==> src/rtl/alu_pkg.sv <==
// Shared ALU execute-path definitions: operand width and the sequential-unit
// FSM state encoding used by both the multiplier and the divider.
package alu_pkg;
    localparam int ALU_WIDTH = 32;

    localparam logic [1:0] DIV_IDLE = 2'd0;
    localparam logic [1:0] DIV_RUN  = 2'd1;
    localparam logic [1:0] DIV_DONE = 2'd2;
endpackage

==> src/rtl/seq_divider_32b_div_step.sv <==
// One restoring-division iteration: shift in the next dividend bit, trial
// subtract the divisor at WIDTH+1 bits, and keep or restore the remainder.
module div_step
    import alu_pkg::*;
#(
    parameter int WIDTH = ALU_WIDTH
) (
    input  logic [WIDTH-1:0] rem,
    input  logic             quo_msb,
    input  logic [WIDTH-1:0] divisor,
    output logic [WIDTH-1:0] next_rem,
    output logic             q_bit
);
    logic [WIDTH:0] shifted;
    logic [WIDTH:0] trial;

    // The extra bit keeps the compare exact when the divisor MSB is set.
    assign shifted  = {rem, quo_msb};
    assign trial    = shifted - {1'b0, divisor};
    assign q_bit    = ~trial[WIDTH];
    assign next_rem = q_bit ? trial[WIDTH-1:0] : shifted[WIDTH-1:0];
endmodule

==> src/rtl/seq_divider_32b.sv <==
// Unsigned restoring divider, one quotient bit per clock, with the same
// start/busy/done handshake as the ALU sequential multiplier.
module seq_divider_32b
    import alu_pkg::*;
#(
    parameter int WIDTH = ALU_WIDTH
) (
    input  logic             clk,
    input  logic             reset,
    input  logic             start,
    input  logic [WIDTH-1:0] dividend,
    input  logic [WIDTH-1:0] divisor,
    output logic [WIDTH-1:0] quotient,
    output logic [WIDTH-1:0] remainder,
    output logic             busy,
    output logic             done,
    output logic             div_by_zero
);
    localparam int CNT_W = $clog2(WIDTH);
    localparam logic [CNT_W-1:0] LAST_CNT = CNT_W'(WIDTH - 1);

    logic [1:0]       state_q, state_d;
    logic [CNT_W-1:0] cnt_q, cnt_d;
    logic [WIDTH-1:0] rem_q, rem_d;
    logic [WIDTH-1:0] quo_q, quo_d;
    logic [WIDTH-1:0] dvs_q, dvs_d;
    logic [WIDTH-1:0] quotient_q, quotient_d;
    logic [WIDTH-1:0] remainder_q, remainder_d;
    logic             dbz_q, dbz_d;

    logic [WIDTH-1:0] step_rem;
    logic             step_qbit;
    logic             accept;
    logic             last_iter;

    div_step #(.WIDTH(WIDTH)) u_step (
        .rem     (rem_q),
        .quo_msb (quo_q[WIDTH-1]),
        .divisor (dvs_q),
        .next_rem(step_rem),
        .q_bit   (step_qbit)
    );

    assign accept    = (state_q == DIV_IDLE) && start;
    assign last_iter = (state_q == DIV_RUN) && (cnt_q == LAST_CNT);

    always_ff @(posedge clk or posedge reset) begin
        if (reset) begin
            state_q <= DIV_IDLE;
        end else begin
            state_q <= state_d;
        end
    end

    always_comb begin
        state_d = state_q;
        case (state_q)
            DIV_IDLE: if (start) state_d = (divisor == '0) ? DIV_DONE : DIV_RUN;
            DIV_RUN:  if (cnt_q == LAST_CNT) state_d = DIV_DONE;
            DIV_DONE: state_d = DIV_IDLE;
            default:  state_d = DIV_IDLE;
        endcase
    end

    always_comb begin
        busy = (state_q != DIV_IDLE);
        done = (state_q == DIV_DONE);
    end

    always_comb begin
        cnt_d       = cnt_q;
        rem_d       = rem_q;
        quo_d       = quo_q;
        dvs_d       = dvs_q;
        quotient_d  = quotient_q;
        remainder_d = remainder_q;
        dbz_d       = dbz_q;
        if (accept) begin
            if (divisor == '0) begin
                // Divide-by-zero skips RUN; results load on the accepting edge.
                quotient_d  = '1;
                remainder_d = dividend;
                dbz_d       = 1'b1;
            end else begin
                dvs_d = divisor;
                rem_d = '0;
                quo_d = dividend;
                cnt_d = '0;
            end
        end else if (state_q == DIV_RUN) begin
            rem_d = step_rem;
            quo_d = {quo_q[WIDTH-2:0], step_qbit};
            cnt_d = cnt_q + 1'b1;
            if (last_iter) begin
                quotient_d  = {quo_q[WIDTH-2:0], step_qbit};
                remainder_d = step_rem;
                dbz_d       = 1'b0;
            end
        end
    end

    always_ff @(posedge clk or posedge reset) begin
        if (reset) begin
            cnt_q       <= '0;
            rem_q       <= '0;
            quo_q       <= '0;
            dvs_q       <= '0;
            quotient_q  <= '0;
            remainder_q <= '0;
            dbz_q       <= 1'b0;
        end else begin
            cnt_q       <= cnt_d;
            rem_q       <= rem_d;
            quo_q       <= quo_d;
            dvs_q       <= dvs_d;
            quotient_q  <= quotient_d;
            remainder_q <= remainder_d;
            dbz_q       <= dbz_d;
        end
    end

    assign quotient    = quotient_q;
    assign remainder   = remainder_q;
    assign div_by_zero = dbz_q;
endmodule

==> config.mk <==
export PLATFORM = sky130hd
export DESIGN_NAME = seq_divider_32b
export DESIGN_NICKNAME = d
export VERILOG_FILES = /design/src/rtl/alu_pkg.sv /design/src/rtl/seq_divider_32b_div_step.sv /design/src/rtl/seq_divider_32b.sv
export SDC_FILE = /design/constraint.sdc
export NUM_CORES = 1
export LEC_CHECK = 0
export BUFFER_PORTS_ARGS = -buffer_cell sky130_fd_sc_hd__buf_2
export CAP_MARGIN = 25
export CORE_ASPECT_RATIO = 0.8
export CORE_MARGIN = 2
export CORE_UTILIZATION = 60
export CTS_BUF_LIST = sky130_fd_sc_hd__clkbuf_8
export DETAILED_ROUTE_END_ITERATION = 6
export PLACE_DENSITY = 0.92
export SETUP_SLACK_MARGIN = 0.2
export SKIP_CTS_REPAIR_TIMING = 1
export SYNTH_ARGS = -nofsm -noshare
export SYNTH_HDL_FRONTEND = slang
export SYNTH_SLANG_ARGS = --single-unit
==> constraint.sdc <==
create_clock -name clk -period 5.3 [get_ports clk]
set_input_delay 0 -clock clk [delete_from_list [all_inputs] [get_ports clk]]
set_output_delay 0 -clock clk [all_outputs]
set_load 0.01 [all_outputs]
# --- Yosys cells after proc, flatten, opt, wreduce, memory -nomap -nowiden ---
# Index checks and enable logic that the tools add are counted.
op_classes:
  addsub: 2
  n_eq_ne: 7
  mux: 26
  bitwise: 2
  reduce_logical: 11
ops:
  columns: ["op", "n"]
  rows:
  - ["two-way mux 32 bit", 15]
  - ["subtractor 33 x 32 -> 33 bit", 1]
  - ["zero test 32 bit", 1]
  - ["two-way mux 5 bit", 3]
  - ["two-way mux 2 bit", 3]
  - ["inequality test 2 bit (second input constant)", 3]
  - ["AND reduction 2 bit", 3]
  - ["nonzero test 2 bit", 3]
  - ["adder 5 x 1 -> 5 bit (second input constant)", 1]
  - ["== test 5 bit (second input constant)", 1]
  - ["two-way mux 1 bit", 4]
  - ["case mux 2 bit (2 select lines)", 1]
  - ["AND reduction 3 bit", 1]
  - ["== test 2 x 1 -> 1 bit (second input constant)", 1]
  - ["== test 2 bit (second input constant)", 1]
  - ["logical AND 1 bit", 2]
  - ["zero test 2 bit", 1]
  - ["inequality test 2 x 1 -> 1 bit (second input constant)", 1]
  - ["NOT 1 bit", 2]
totals:
  ff_bits: 168
  in_bits: 67
  out_inout_bits: 67
  elab_cells: 56

# --- Logic depth before layout (Yosys ltp) ---
# Gate-level depths: netlist of run 1.
depth:
  word_depth: 5
  ltp_mapped: 13
  mapped_depth_nobuf: 12

# --- Cells and area by module ---
# Synthesis of run 1 repeated with hierarchy kept, for this count alone.
unflattened:
  cells_unflattened: 853
  area_unflattened_um2: 9272.6
by_module_without_submodules:
  columns: ["module", "instances", "cells_per_inst", "area_each_um2", "seq_area_each_um2"]
  rows:
  - ["seq_divider_32b", 1, 548, 6914.1, 4204.0]
  - ["div_step", 1, 305, 2358.5, 0.0]

# --- Worst setup path before layout of run 1 ---
# OpenSTA, ideal clock, no wires.
synth_path:
  kind: "register to register"
  from: "register quo_q[31]"
  to: "register remainder_q[15], in the netlist remainder[15]"
  setup_time_ps: 94
  arrival_ps: 2742
  required_time_ps: 5206
  path_slack_ps: 2464
  path_stages_with_launch: 14
  path_buffers: 1
  period_less_slack_ps: 2836
  cell_sequence: "dfrtp_1 inv_1 ha_1 inv_1 fa_1 a211oi_2 o211ai_2 and4bb_4 o2111a_2 nor3_2 nor2_1 buf_6 mux2i_1 a211oi_1"
synth_between:
  elab_chain_cells: 5
synth_rtl:
  columns: ["item", "line_no", "text"]
  rows:
  - ["start: declaration", "seq_divider_32b.sv:25", "logic [WIDTH-1:0] quo_q, quo_d;"]
  - ["start signal: assignment", "seq_divider_32b.sv:114", "quo_q <= quo_d;"]
  - ["subtractor 33 x 32 -> 33 bit", "seq_divider_32b_div_step.sv:19", "assign trial = shifted - {1'b0, divisor};"]
  - ["two-way mux 32 bit", "seq_divider_32b_div_step.sv:21", "assign next_rem = q_bit ? trial[WIDTH-1:0] : shifted[WIDTH-1:0];"]
  - ["two-way mux 32 bit", "seq_divider_32b.sv:94", "if (last_iter) begin"]
  - ["two-way mux 32 bit", "seq_divider_32b.sv:90", "end else if (state_q == DIV_RUN) begin"]
  - ["two-way mux 32 bit", "seq_divider_32b.sv:78", "if (accept) begin"]
  - ["end signal: assignment", "seq_divider_32b.sv:117", "remainder_q <= remainder_d;"]
  - ["end: declaration", "seq_divider_32b.sv:28", "logic [WIDTH-1:0] remainder_q, remainder_d;"]
# Every way passes these cells. The select of a mux whose other input is x is not followed.
# A chain may end at the register's enable or synchronous reset.

# --- Final worst setup path of run 1 ---
layout_path:
  from: "register quo_q[31]"
  to: "register rem_q[28]"
layout_between:
  elab_chain_cells: 4
layout_rtl:
  columns: ["item", "line_no", "text"]
  rows:
  - ["subtractor 33 x 32 -> 33 bit", "seq_divider_32b_div_step.sv:19", null]
  - ["two-way mux 32 bit", "seq_divider_32b_div_step.sv:21", null]
  - ["two-way mux 32 bit", "seq_divider_32b.sv:90", null]
  - ["two-way mux 32 bit", "seq_divider_32b.sv:78", null]
  - ["end signal: assignment", "seq_divider_32b.sv:113", "rem_q <= rem_d;"]
  - ["end: declaration", "seq_divider_32b.sv:24", "logic [WIDTH-1:0] rem_q, rem_d;"]
# Every way passes these cells. The select of a mux whose other input is x is not followed.

==> impl_table.tex, run 1 <==
\begin{tabular}{lr}
\hline
Metric & Value \\
\hline
\multicolumn{2}{l}{\textbf{Timing}} \\
Number of max-slew violations in the final report & 0 \\
Hold violation count in the final report & 0 \\
Final setup TNS & 0 ns \\
Final clock period utilization by the worst path & 74.0\% \\
Final clock skew & 0.0164 ns \\
Unrepaired setup endpoints after global routing & false \\
Total setup violations reported at the end of the flow & 0 \\
Worst slew margin relative to its limit & 31.5\% \\
Slew at the pin closest to its max-slew limit & 1.03 ns \\
Tmin final & 3.92 ns \\
Max Clk Rate & 0.255 GHz \\
\multicolumn{2}{l}{\textbf{Pwr}} \\
Power per cell area & 799 nW/um\^{}2 \\
Static leakage & 5.14 nW \\
Worst vdd ir & 0.580 mV \\
\multicolumn{2}{l}{\textbf{Synthesis}} \\
Yosys warning total & 0 \\
Largest cells by area after synthesis & sky130\_fd\_sc\_hd\_\_dfrtp\_1 46\%, sky130\_fd\_sc\_hd\_\_nand2\_1 9.1\%, sky130\_fd\_sc\_hd\_\_o21ai\_0 6.4\%, sky130\_fd\_sc\_hd\_\_ha\_1 4.6\%, sky130\_fd\_sc\_hd\_\_a21oi\_1 3.9\% \\
Net count after synthesis & 1167 \\
Cell Area, Synth & 9240 um\^{}2 \\
Cell type contributing the most total cell area after synthesis & sky130\_fd\_sc\_hd\_\_dfrtp\_1 \\
Synthesized instance count & 1065 \\
Post-synthesis sequential area ratio & 45.5\% \\
Flop and latch count out of synthesis & 168 \\
Most frequent cell after synthesis & sky130\_fd\_sc\_hd\_\_nand2\_1 \\
Average cell area after synthesis & 8.67 um\^{}2 \\
Number of synthesized flops with an enable pin & 0 \\
Share of Yosys cell area claimed by the top area cell type & 45.5\% \\
Share of async-settable or async-resettable flops after synthesis & 100\% \\
Predominant post-synthesis flop cell & sky130\_fd\_sc\_hd\_\_dfrtp\_1 \\
Commonest cells post-synth & 225 x sky130\_fd\_sc\_hd\_\_nand2\_1, 168 x sky130\_fd\_sc\_hd\_\_dfrtp\_1, 119 x sky130\_fd\_sc\_hd\_\_o21ai\_0, 72 x sky130\_fd\_sc\_hd\_\_a21oi\_1, 62 x sky130\_fd\_sc\_hd\_\_nor2\_1 \\
Unique masters post-synth & 64 \\
\multicolumn{2}{l}{\textbf{Run}} \\
Max-cap violation count & 0 \\
\multicolumn{2}{l}{\textbf{Routing}} \\
Detailed Route WL & 27.6 mm \\
Routed vias & 9095 \\
1st-pass router iterations & 7 \\
Routed WL per cell & 19.2 um \\
Number of DRC violations after detailed-routing iteration 0 & 1221 \\
Detailed-route vias per instance & 6.34 \\
Routed Antenna Nets & 0 \\
Remaining design rule violation count & 0 \\
\multicolumn{2}{l}{\textbf{Clock tree}} \\
Clock tree from TritonCTS & yes \\
CTS root buffer & sky130\_fd\_sc\_hd\_\_clkbuf\_8 \\
Clk sinks & 168 \\
Register clock-pin slew on the reported worst setup and hold paths & 0.09 ns \\
Num CTS Buffers & 17 \\
Max H-tree Level & 4 \\
Maximum buffer depth of the clock tree & 2 \\
Clk\_lat worst skew & 0.50 ns \\
\multicolumn{2}{l}{\textbf{Critical path}} \\
Critical Path Stages & 12 \\
Buffers plus inverters on the worst setup path & 2 \\
Cell type of the slowest stage on the worst timing path & sky130\_fd\_sc\_hd\_\_nand2\_1 \\
Cell-by-cell trace of the critical path & inv\_1 > ha\_1 > inv\_1 > fa\_1 > a211oi\_2 > o211ai\_2 > and4bb\_4 > o2111a\_2 > o21ai\_2 > nand2\_1 > a32oi\_1 > o21ai\_0 \\
Most frequent cell on the critical path & sky130\_fd\_sc\_hd\_\_inv\_1 \\
CP arrival & 4.28 ns \\
Endpoint kind of the worst setup timing path & register \\
CP delay by family, top & compound AO/OA/AOI/OAI gates \\
Launch instance of the worst register-to-register path & quo\_q[31] \\
Required time reported for the critical path endpoint & 5.66 ns \\
Slowest stage delay, CP & 0.62 ns \\
Worst reg2reg path depth & 12 \\
End of the worst register-to-register path & rem\_q[28] \\
Worst setup SP type & register \\
R2R setup slack & 1.38 ns \\
Maximum fanout along the worst path & 18 \\
Critical path class & register to register \\
Critical path capture point & rem\_q[28] \\
Start point of the critical path & quo\_q[31] \\
\multicolumn{2}{l}{\textbf{Final layout}} \\
Antenna Cells & 0 \\
Final core utilization & 74.2\% \\
Post-route standard cell area excluding fillers & 11100 um\^{}2 \\
Net count reported at finish & 1334 \\
\# fillers & 1010 \\
Share of layout cells above drive strength 1 & 17.1\% \\
Area growth from synthesis to layout & 20.5\% \\
Layout Cells excl Fill & 1434 \\
\multicolumn{2}{l}{\textbf{GRT}} \\
Maximum number of pins on one net before global-route repair & 108 \\
Global-route usage over all layers & 32.1\% \\
First-pass GRT wire length & 41.1 mm \\
GR Overflow Total & 0 \\
Antenna violations before repair & 0 \\
Number of global-route vias before repair & 8101 \\
\multicolumn{2}{l}{\textbf{Outcome}} \\
Status & finished, final reports clean \\
\multicolumn{2}{l}{\textbf{Floorplan}} \\
Die ar. & 16400 um\^{}2 \\
Die Span Y & 115 um \\
Core Box Area & 15000 um\^{}2 \\
Std-Cell Rows & 40 \\
IO Pins & 134 \\
Die X-Extent & 143 um \\
Starting density of the core & 61.5\% \\
\multicolumn{2}{l}{\textbf{Placed design}} \\
HPWL reported at the end of detailed placement & 17.9 mm \\
Area post-placement & 10000 um\^{}2 \\
Weighted congestion at the end of routability-driven global placement & 0.942 \\
Number of buffers added on ports & 133 \\
Post-Place Cells & 1335 \\
\multicolumn{2}{l}{\textbf{Min path}} \\
Class of the worst hold path & primary input to register \\
\hline
\end{tabular}
==> worst min-delay path by stage <==
stage / startpoint / endpoint / slack (ns) / cells after the start
2_1_floorplan: divisor[10] / dvs_q[10] / 0.12 / 2
3_3_place_gp: divisor[3] / dvs_q[3] / 0.22 / 3
3_5_place_dp: divisor[27] / dvs_q[27] / 0.22 / 3
4_1_cts: divisor[28] / dvs_q[28] / -0.29 / 3
5_1_grt: start / quo_q[23] / 0.26 / 5
6_report: start / quo_q[27] / 0.23 / 5
==> kinds of logic (layout without fill, tap and decap cells) <==
kind of cell / count (synthesis) / after routing / share of synthesized area [%]
AOI/OAI and AO/OA: 326 / 326 / 21.5
muxes: 24 / 24 / 2.80
buffers and inverters: 108 / 288 / 4.71
and+or+nand+nor: 374 / 374 / 17.8
DFF: 168 / 168 / 45.5
adders and majority gates: 35 / 35 / 4.82
xor gates and xnor gates: 30 / 30 / 2.84
==> power breakdown <==
group	internal, mW	switching [mW]	total (mW)
combinational	2.17	3.33	5.50
sequential	1.92	0.461	2.38
clock	0.491	0.529	1.02
total	4.58	4.32	8.90
==> layout make-up <==
| cell class | instances | area, um^2 | share of cell area [%] |
|---|---|---|---|
| inverters | 43 | 166 | 1.49 |
| clock buffers | 18 | 248 | 2.22 |
| well taps | 189 | 236 | 2.12 |
| repair buffers | 213 | 1480 | 13.3 |
| clock inverters | 14 | 184 | 1.65 |
| multi-input cells | 789 | 4620 | 41.5 |
| flip-flops and latches | 168 | 4200 | 37.7 |
==> metal layers <==
layer / GRT usage, % / up-vias / wire length [um]
met5: 0 / - / 0
met4: 13.6 / 0 / 1010
met3: 5.75 / 105 / 2540
met2: 50.5 / 613 / 13100
met1: 44.4 / 4293 / 10900
li1: - / 4084 / -
==> worst min-delay path, delay by kind of cell <==
kind	cells	cell delay, ns
buf+inv	2	0.40
simple gates	2	0.20
compound gates	1	0.07
==> flip-flops by register name, summed over array words and instances, names as in the netlist <==
| register | cells |
|---|---|
| remainder | 32 |
| cnt_q | 5 |
| quo_q | 32 |
| dvs_q | 32 |
| div_by_zero | 1 |
| rem_q | 32 |
| state_q | 2 |
| quotient | 32 |
==> through the flow <==
stage / hold WS [ns] / power, mW / worst slack [ns]
6_report: 0.234 / 8.90 / 1.38
3_3_place_gp: 0.218 / 7.44 / 1.83
2_1_floorplan: 0.117 / 6.26 / 0.753
5_1_grt: 0.256 / 9.58 / 1.12
4_1_cts: -0.285 / 8.68 / 1.48
3_5_place_dp: 0.224 / 7.64 / 1.49
==> placed cells by master (no fill, tap or decap), types with 10 or more instances in the layout <==
cell type / n
sky130_fd_sc_hd__clkbuf_8: 18
sky130_fd_sc_hd__dfrtp_1: 168
sky130_fd_sc_hd__or3_1: 18
sky130_fd_sc_hd__a31oi_1: 35
sky130_fd_sc_hd__mux2_2: 15
sky130_fd_sc_hd__dlygate4sd3_1: 66
sky130_fd_sc_hd__nor3_1: 10
sky130_fd_sc_hd__o22a_1: 14
sky130_fd_sc_hd__nor2_1: 61
sky130_fd_sc_hd__inv_1: 42
sky130_fd_sc_hd__o21ai_0: 119
sky130_fd_sc_hd__xor2_1: 15
sky130_fd_sc_hd__buf_2: 133
sky130_fd_sc_hd__nand2_1: 225
sky130_fd_sc_hd__xnor2_1: 15
sky130_fd_sc_hd__nand3_1: 20
sky130_fd_sc_hd__buf_4: 11
sky130_fd_sc_hd__a21oi_1: 72
sky130_fd_sc_hd__ha_1: 34
Note: power is estimated with default switching activity, not from simulation.
==> run 2: changes to the inputs <==
- CORE_UTILIZATION: 60 -> 54
- PLACE_DENSITY: 0.92 -> 0.88
- clock period: 5.3 -> 3.2 ns (I/O delays scaled with it)
==> run 2 against run 1 <==
The flow now finishes with violations (setup timing). Die area rose by 11%. Total power grew 80%. Fmax grew 22%. Non-clock buffer count is 23 higher. Sequential share of layout area shrank 1.5 points. Largest cell class unchanged. Final cell count increased by 3.8%.
==> impl_table.tex, run 2 (synthesis gave the netlist of run 1 again) <==
\begin{tabular}{lr}
\hline
Metric & Value \\
\hline
\multicolumn{2}{l}{\textbf{Routing}} \\
Remaining design rule violation count & 0 \\
Routed WL per cell & 18.8 um \\
Detailed Route WL & 28.0 mm \\
Detailed-route vias per instance & 6.05 \\
Routed Antenna Nets & 0 \\
Number of DRC violations after detailed-routing iteration 0 & 1094 \\
1st-pass router iterations & 6 \\
Routed vias & 9006 \\
\multicolumn{2}{l}{\textbf{Critical path}} \\
CP arrival & 3.65 ns \\
Endpoint kind of the worst setup timing path & register \\
Required time reported for the critical path endpoint & 3.62 ns \\
Cell type of the slowest stage on the worst timing path & sky130\_fd\_sc\_hd\_\_dfrtp\_1 \\
Cell-by-cell trace of the critical path & inv\_1 > ha\_2 > inv\_2 > fa\_2 > a211oi\_4 > o211ai\_2 > and4bb\_4 > o2111a\_2 > nor3\_4 > buf\_4 > buf\_6 > o21ai\_0 > a21oi\_1 > mux2\_2 \\
Critical Path Stages & 14 \\
Worst reg2reg path depth & 14 \\
Slowest stage delay, CP & 0.41 ns \\
Worst setup SP type & register \\
Maximum fanout along the worst path & 8 \\
CP delay by family, top & compound AO/OA/AOI/OAI gates \\
Critical path class & register to register \\
Buffers plus inverters on the worst setup path & 4 \\
\multicolumn{2}{l}{\textbf{Final layout}} \\
Layout Cells excl Fill & 1488 \\
Area growth from synthesis to layout & 25.4\% \\
Antenna Cells & 0 \\
Share of layout cells above drive strength 1 & 21.8\% \\
Most frequent standard cell in the layout excluding fill and tap cells & sky130\_fd\_sc\_hd\_\_nand2\_1 \\
Net count reported at finish & 1357 \\
Commonest non-fill, non-tap cells in the layout & 222 x sky130\_fd\_sc\_hd\_\_nand2\_1, 168 x sky130\_fd\_sc\_hd\_\_dfrtp\_1, 133 x sky130\_fd\_sc\_hd\_\_buf\_2 \\
\multicolumn{2}{l}{\textbf{GRT}} \\
First-pass GRT wire length & 40.4 mm \\
Maximum number of pins on one net before global-route repair & 168 \\
Antenna violations before repair & 1 \\
GR Overflow Total & 0 \\
Global-route usage over all layers & 28.4\% \\
Number of global-route vias before repair & 8078 \\
\multicolumn{2}{l}{\textbf{Clock tree}} \\
Maximum buffer depth of the clock tree & 2 \\
Register clock-pin slew on the reported worst setup and hold paths & 0.10 ns \\
Num CTS Buffers & 17 \\
CTS root buffer & sky130\_fd\_sc\_hd\_\_clkbuf\_8 \\
Clk sinks & 168 \\
Max H-tree Level & 4 \\
Clk\_lat worst skew & 0.49 ns \\
Clock tree from TritonCTS & yes \\
\multicolumn{2}{l}{\textbf{Pwr}} \\
Net switching power & 7.71 mW \\
Pint & 8.30 mW \\
Worst vdd ir & 0.747 mV \\
Static leakage & 5.27 nW \\
Power per cell area & 1380 nW/um\^{}2 \\
Switching fraction of total power & 48.2\% \\
Fraction of power consumed by sequential logic & 24.9\% \\
Relative contribution of combinational cells to total power & 66.2\% \\
Clock share of power & 9.0\% \\
\multicolumn{2}{l}{\textbf{Min path}} \\
Number of stages on the worst hold path & 5 \\
Class of the worst hold path & primary input to register \\
\multicolumn{2}{l}{\textbf{Timing}} \\
Setup ws final & -0.0248 ns \\
Tmin final & 3.22 ns \\
Final clock skew & 0.0155 ns \\
Total setup violations reported at the end of the flow & 1 \\
Final setup TNS & -0.0248 ns \\
Max Clk Rate & 0.310 GHz \\
Unrepaired setup endpoints after global routing & true \\
Final clock period utilization by the worst path & 101\% \\
Slew at the pin closest to its max-slew limit & 1.06 ns \\
Hold violation count in the final report & 0 \\
Number of max-slew violations in the final report & 0 \\
Worst slew margin relative to its limit & 29.0\% \\
\multicolumn{2}{l}{\textbf{Placed design}} \\
Weighted congestion at the end of routability-driven global placement & 0.897 \\
HPWL reported at the end of detailed placement & 18.1 mm \\
Number of buffers added on ports & 133 \\
Post-Place Cells & 1379 \\
\multicolumn{2}{l}{\textbf{Floorplan}} \\
Die ar. & 18200 um\^{}2 \\
Std-Cell Rows & 42 \\
Core Box Area & 16700 um\^{}2 \\
Die X-Extent & 150 um \\
Die Span Y & 121 um \\
Starting density of the core & 55.5\% \\
IO Pins & 134 \\
\multicolumn{2}{l}{\textbf{Outcome}} \\
Status & finished, violations left \\
Failing checks & setup timing \\
\multicolumn{2}{l}{\textbf{Run}} \\
Max-cap violation count & 0 \\
\hline
\end{tabular}
## run 2: cell types whose count changed in the layout (fill, tap and decap cells not counted), moves of 7 or more
cell | before | now
sky130_fd_sc_hd__o21ai_1 | 4 | 12
sky130_fd_sc_hd__a21oi_2 | 1 | 8
sky130_fd_sc_hd__buf_4 | 11 | 24
sky130_fd_sc_hd__a21oi_1 | 72 | 62
sky130_fd_sc_hd__o21ai_0 | 119 | 111
sky130_fd_sc_hd__buf_6 | 0 | 7
## run 2: power by group through the flow
stage               Sequential [mW]  Combinational (mW)  Clock [mW]
floorplan                      3.84                6.53           0
global placement               3.90                8.70           0
detailed placement             3.93                8.95           0
CTS                            3.89                9.02        1.44
global route                   4.05                11.5        1.53
finish                         3.98                10.6        1.43
## run 2: path summary, 6_finish.rpt
path | slack, ns | from | end
setup / recovery | -0.02 | quo_q[31] | rem_q[8]
hold / removal | 0.26 | start | quo_q[4]
setup reg to reg | -0.02 | quo_q[31] | rem_q[8]
hold reg to reg | 0.47 | quotient[8] | quotient[8]
max in group asynchronous | 1.58 | reset | rem_q[29]
min in group asynchronous | 0.52 | reset | div_by_zero
## run 2: layout make-up
cell class                      instances  area [um^2]
Sequential cell                       168         4200
Tap cell                              220          275
Fill cell                            1217         5070
Timing Repair Buffer                  236         1720
Inverter                               43          165
Clock inverter                         15          121
Clock buffer                           17          234
Multi-Input combinational cell        789         4870
## run 2: stage by stage
step | area [um^2] | worst slack (ns) | util, % | power (mW) | hold WS, ns
after CTS | 10500 | 0.0228 | 63.1 | 14.4 | -0.638
after floorplan | 9240 | 0.364 | - | 10.4 | 0.117
after global routing | 11600 | -0.136 | 69.6 | 17.1 | 0.281
after detailed placement | 10200 | 0.0390 | 61.0 | 12.9 | -0.118
after global placement | 10200 | 0.200 | 61.0 | 12.6 | -0.121
final | 11600 | -0.0248 | 69.6 | 16.0 | 0.255
## run 2: routing by layer
layer / routed length, um / track usage, % / part of all wire [%]
met5: 0 / 0 / 0
met2: 13600 / 45.0 / 49
met1: 11400 / 39.2 / 41
met4: 767 / 10.3 / 2.7
met3: 2180 / 5.04 / 7.8
## run 2: worst min-delay path, stage by stage
cell and delay (ns):
sky130_fd_sc_hd__buf_2 0.09, sky130_fd_sc_hd__nand2_1 0.09, sky130_fd_sc_hd__buf_4 0.32, sky130_fd_sc_hd__nand2_1 0.13, sky130_fd_sc_hd__a31oi_1 0.07
==> run 3: changes to the inputs <==
- CORE_MARGIN: 2 -> 5
- CORE_UTILIZATION: 54 -> 30
- PLACE_DENSITY: 0.88 -> 0.58
==> run 3 against run 2 <==
The run now ends clean. Final cell count rose by 13%. Combinational power barely moved. First-iteration DRC count fell by 53%. Total power rose by 1.3%. Critical path depth fell by 1. Die area rose by 89%. Final area rose by 3.0%. Count of clock-buffer cells in the layout rose by 2. Worst hold slack got worse by 0.19 ns. Via count fell by 5.7%. Largest power group unchanged.
==> impl_table.tex, run 3 (synthesis gave the netlist of run 1 again) <==
\begin{tabular}{lr}
\hline
Metric & Value \\
\hline
\multicolumn{2}{l}{\textbf{Outcome}} \\
Status & finished, final reports clean \\
\multicolumn{2}{l}{\textbf{Critical path}} \\
Cell type of the slowest stage on the worst timing path & sky130\_fd\_sc\_hd\_\_dfrtp\_1 \\
End of the worst register-to-register path & rem\_q[7] \\
Critical path class & register to register \\
Buffers plus inverters on the worst setup path & 3 \\
Worst reg2reg path depth & 13 \\
CP arrival & 3.55 ns \\
Worst setup SP type & register \\
R2R setup slack & 0.08 ns \\
CP delay by family, top & compound AO/OA/AOI/OAI gates \\
Maximum fanout along the worst path & 21 \\
Required time reported for the critical path endpoint & 3.63 ns \\
Endpoint kind of the worst setup timing path & register \\
Slowest stage delay, CP & 0.41 ns \\
Launch instance of the worst register-to-register path & quo\_q[31] \\
Cell-by-cell trace of the critical path & inv\_1 > ha\_2 > inv\_2 > fa\_2 > a211oi\_2 > o211ai\_2 > and4bb\_4 > o2111a\_2 > nor3\_4 > nor2\_2 > buf\_12 > a211oi\_1 > mux2\_2 \\
\multicolumn{2}{l}{\textbf{Pwr}} \\
Worst vdd ir & 0.607 mV \\
Static leakage & 5.29 nW \\
Power per cell area & 1360 nW/um\^{}2 \\
\multicolumn{2}{l}{\textbf{Clock tree}} \\
Clk sinks & 168 \\
CTS root buffer & sky130\_fd\_sc\_hd\_\_clkbuf\_8 \\
Num CTS Buffers & 17 \\
Maximum buffer depth of the clock tree & 2 \\
Max H-tree Level & 4 \\
Clock tree from TritonCTS & yes \\
Register clock-pin slew on the reported worst setup and hold paths & 0.09 ns \\
Clk\_lat worst skew & 0.48 ns \\
\multicolumn{2}{l}{\textbf{GRT}} \\
First-pass GRT wire length & 46.4 mm \\
Number of global-route vias before repair & 8206 \\
GR Overflow Total & 0 \\
Global-route usage over all layers & 17.0\% \\
Antenna violations before repair & 0 \\
Maximum number of pins on one net before global-route repair & 74 \\
\multicolumn{2}{l}{\textbf{Timing}} \\
Worst slew margin relative to its limit & 13.9\% \\
Number of max-slew violations in the final report & 0 \\
Total setup violations reported at the end of the flow & 0 \\
Final clock period utilization by the worst path & 97.6\% \\
Slew at the pin closest to its max-slew limit & 1.29 ns \\
Unrepaired setup endpoints after global routing & true \\
Max Clk Rate & 0.320 GHz \\
Hold violation count in the final report & 0 \\
Final clock skew & 0.0157 ns \\
Tmin final & 3.12 ns \\
\multicolumn{2}{l}{\textbf{Floorplan}} \\
Die Span Y & 167 um \\
IO Pins & 134 \\
Die X-Extent & 206 um \\
Std-Cell Rows & 57 \\
Core Box Area & 30400 um\^{}2 \\
Die ar. & 34400 um\^{}2 \\
Starting density of the core & 30.4\% \\
\multicolumn{2}{l}{\textbf{Min path}} \\
Class of the worst hold path & primary input to register \\
Number of stages on the worst hold path & 4 \\
Startpoint of the lowest-slack hold path & start \\
Sink of the worst hold path & quo\_q[0] \\
\multicolumn{2}{l}{\textbf{Routing}} \\
Routed vias & 8491 \\
Detailed Route WL & 30.2 mm \\
Number of DRC violations after detailed-routing iteration 0 & 518 \\
1st-pass router iterations & 5 \\
Routed Antenna Nets & 0 \\
Detailed-route vias per instance & 5.06 \\
Routed WL per cell & 18.0 um \\
Remaining design rule violation count & 0 \\
\multicolumn{2}{l}{\textbf{Final layout}} \\
Commonest non-fill, non-tap cells in the layout & 223 x sky130\_fd\_sc\_hd\_\_nand2\_1, 168 x sky130\_fd\_sc\_hd\_\_dfrtp\_1, 134 x sky130\_fd\_sc\_hd\_\_buf\_2 \\
Antenna Cells & 0 \\
Most frequent standard cell in the layout excluding fill and tap cells & sky130\_fd\_sc\_hd\_\_nand2\_1 \\
Final core utilization & 39.3\% \\
Share of layout cells above drive strength 1 & 22.5\% \\
Layout Cells excl Fill & 1677 \\
\# fillers & 3117 \\
Net count reported at finish & 1353 \\
Area growth from synthesis to layout & 29.2\% \\
\multicolumn{2}{l}{\textbf{Run}} \\
Max-cap violation count & 0 \\
\multicolumn{2}{l}{\textbf{Placed design}} \\
HPWL reported at the end of detailed placement & 21.6 mm \\
Post-Place Cells & 1573 \\
Number of buffers added on ports & 133 \\
Weighted congestion at the end of routability-driven global placement & 0.841 \\
\hline
\end{tabular}
==> run 3: changes by cell type in the layout (fill, tap and decap cells not counted), sizes merged, moves of 2 or more <==
cell    before  now
clkbuf      19   21
inv         47   45
buf        168  165
bufinv       0    2
==> run 3: cell type report <==
type / instances / area [um^2] / area share (%)
multi-input combinational: 789 / 4960 / 41.6
clock buffer: 19 / 262 / 2.19
sequential: 168 / 4200 / 35.2
tap: 413 / 517 / 4.33
inverter: 43 / 165 / 1.38
clock inverter: 13 / 144 / 1.21
timing repair buffer: 232 / 1690 / 14.1
==> run 3: worst max path at each step <==
stage / from / to / slack, ns / cells after the start
after floorplan: quo_q[31] / remainder[15] / 0.36 / 13
after global placement: quo_q[31] / rem_q[11] / 0.11 / 13
after detailed placement: quo_q[31] / rem_q[11] / 0.04 / 13
after CTS: quo_q[31] / rem_q[11] / -0.007 / 13
after global routing: quo_q[31] / remainder[0] / -0.07 / 13
final: quo_q[31] / rem_q[7] / 0.08 / 13
==> run 3: metrics by stage <==
step / instance area, um^2 / TNS [ns] / setup slack, ns / power, mW / hold WS (ns)
floorplan: 9240 / 0 / 0.364 / 10.4 / 0.117
global placement: 10400 / 0 / 0.114 / 12.9 / 0.202
detailed placement: 10400 / 0 / 0.0408 / 13.0 / 0.202
CTS: 10800 / -0.00742 / -0.00742 / 14.7 / -0.338
global route: 11900 / -0.590 / -0.0664 / 17.6 / 0.0438
finish: 11900 / 0 / 0.0778 / 16.2 / 0.0639
==> run 3: worst register-to-register path, stage by stage (launching register included) <==
cell and delay [ns]:
sky130_fd_sc_hd__dfrtp_1 0.41, sky130_fd_sc_hd__inv_1 0.07, sky130_fd_sc_hd__ha_2 0.18, sky130_fd_sc_hd__inv_2 0.04, sky130_fd_sc_hd__fa_2 0.36, sky130_fd_sc_hd__a211oi_2 0.28
sky130_fd_sc_hd__o211ai_2 0.19, sky130_fd_sc_hd__and4bb_4 0.27, sky130_fd_sc_hd__o2111a_2 0.30, sky130_fd_sc_hd__nor3_4 0.22, sky130_fd_sc_hd__nor2_2 0.08, sky130_fd_sc_hd__buf_12 0.18
sky130_fd_sc_hd__a211oi_1 0.29, sky130_fd_sc_hd__mux2_2 0.21
==> run 3: routing by layer <==
metal  up-vias  share of wire, %  track usage [%]
li1       4113                 -                -
met1      4171                48             24.5
met2       192                47             26.4
met3        15               4.9             3.89
met4         0              0.83             3.12
met5         -                 0                0
==> run 3: power by group <==
| part | internal [mW] | switching, mW |
|---|---|---|
| Clock | 0.743 | 0.873 |
| Sequential | 3.18 | 0.773 |
| Combinational | 4.59 | 6.06 |
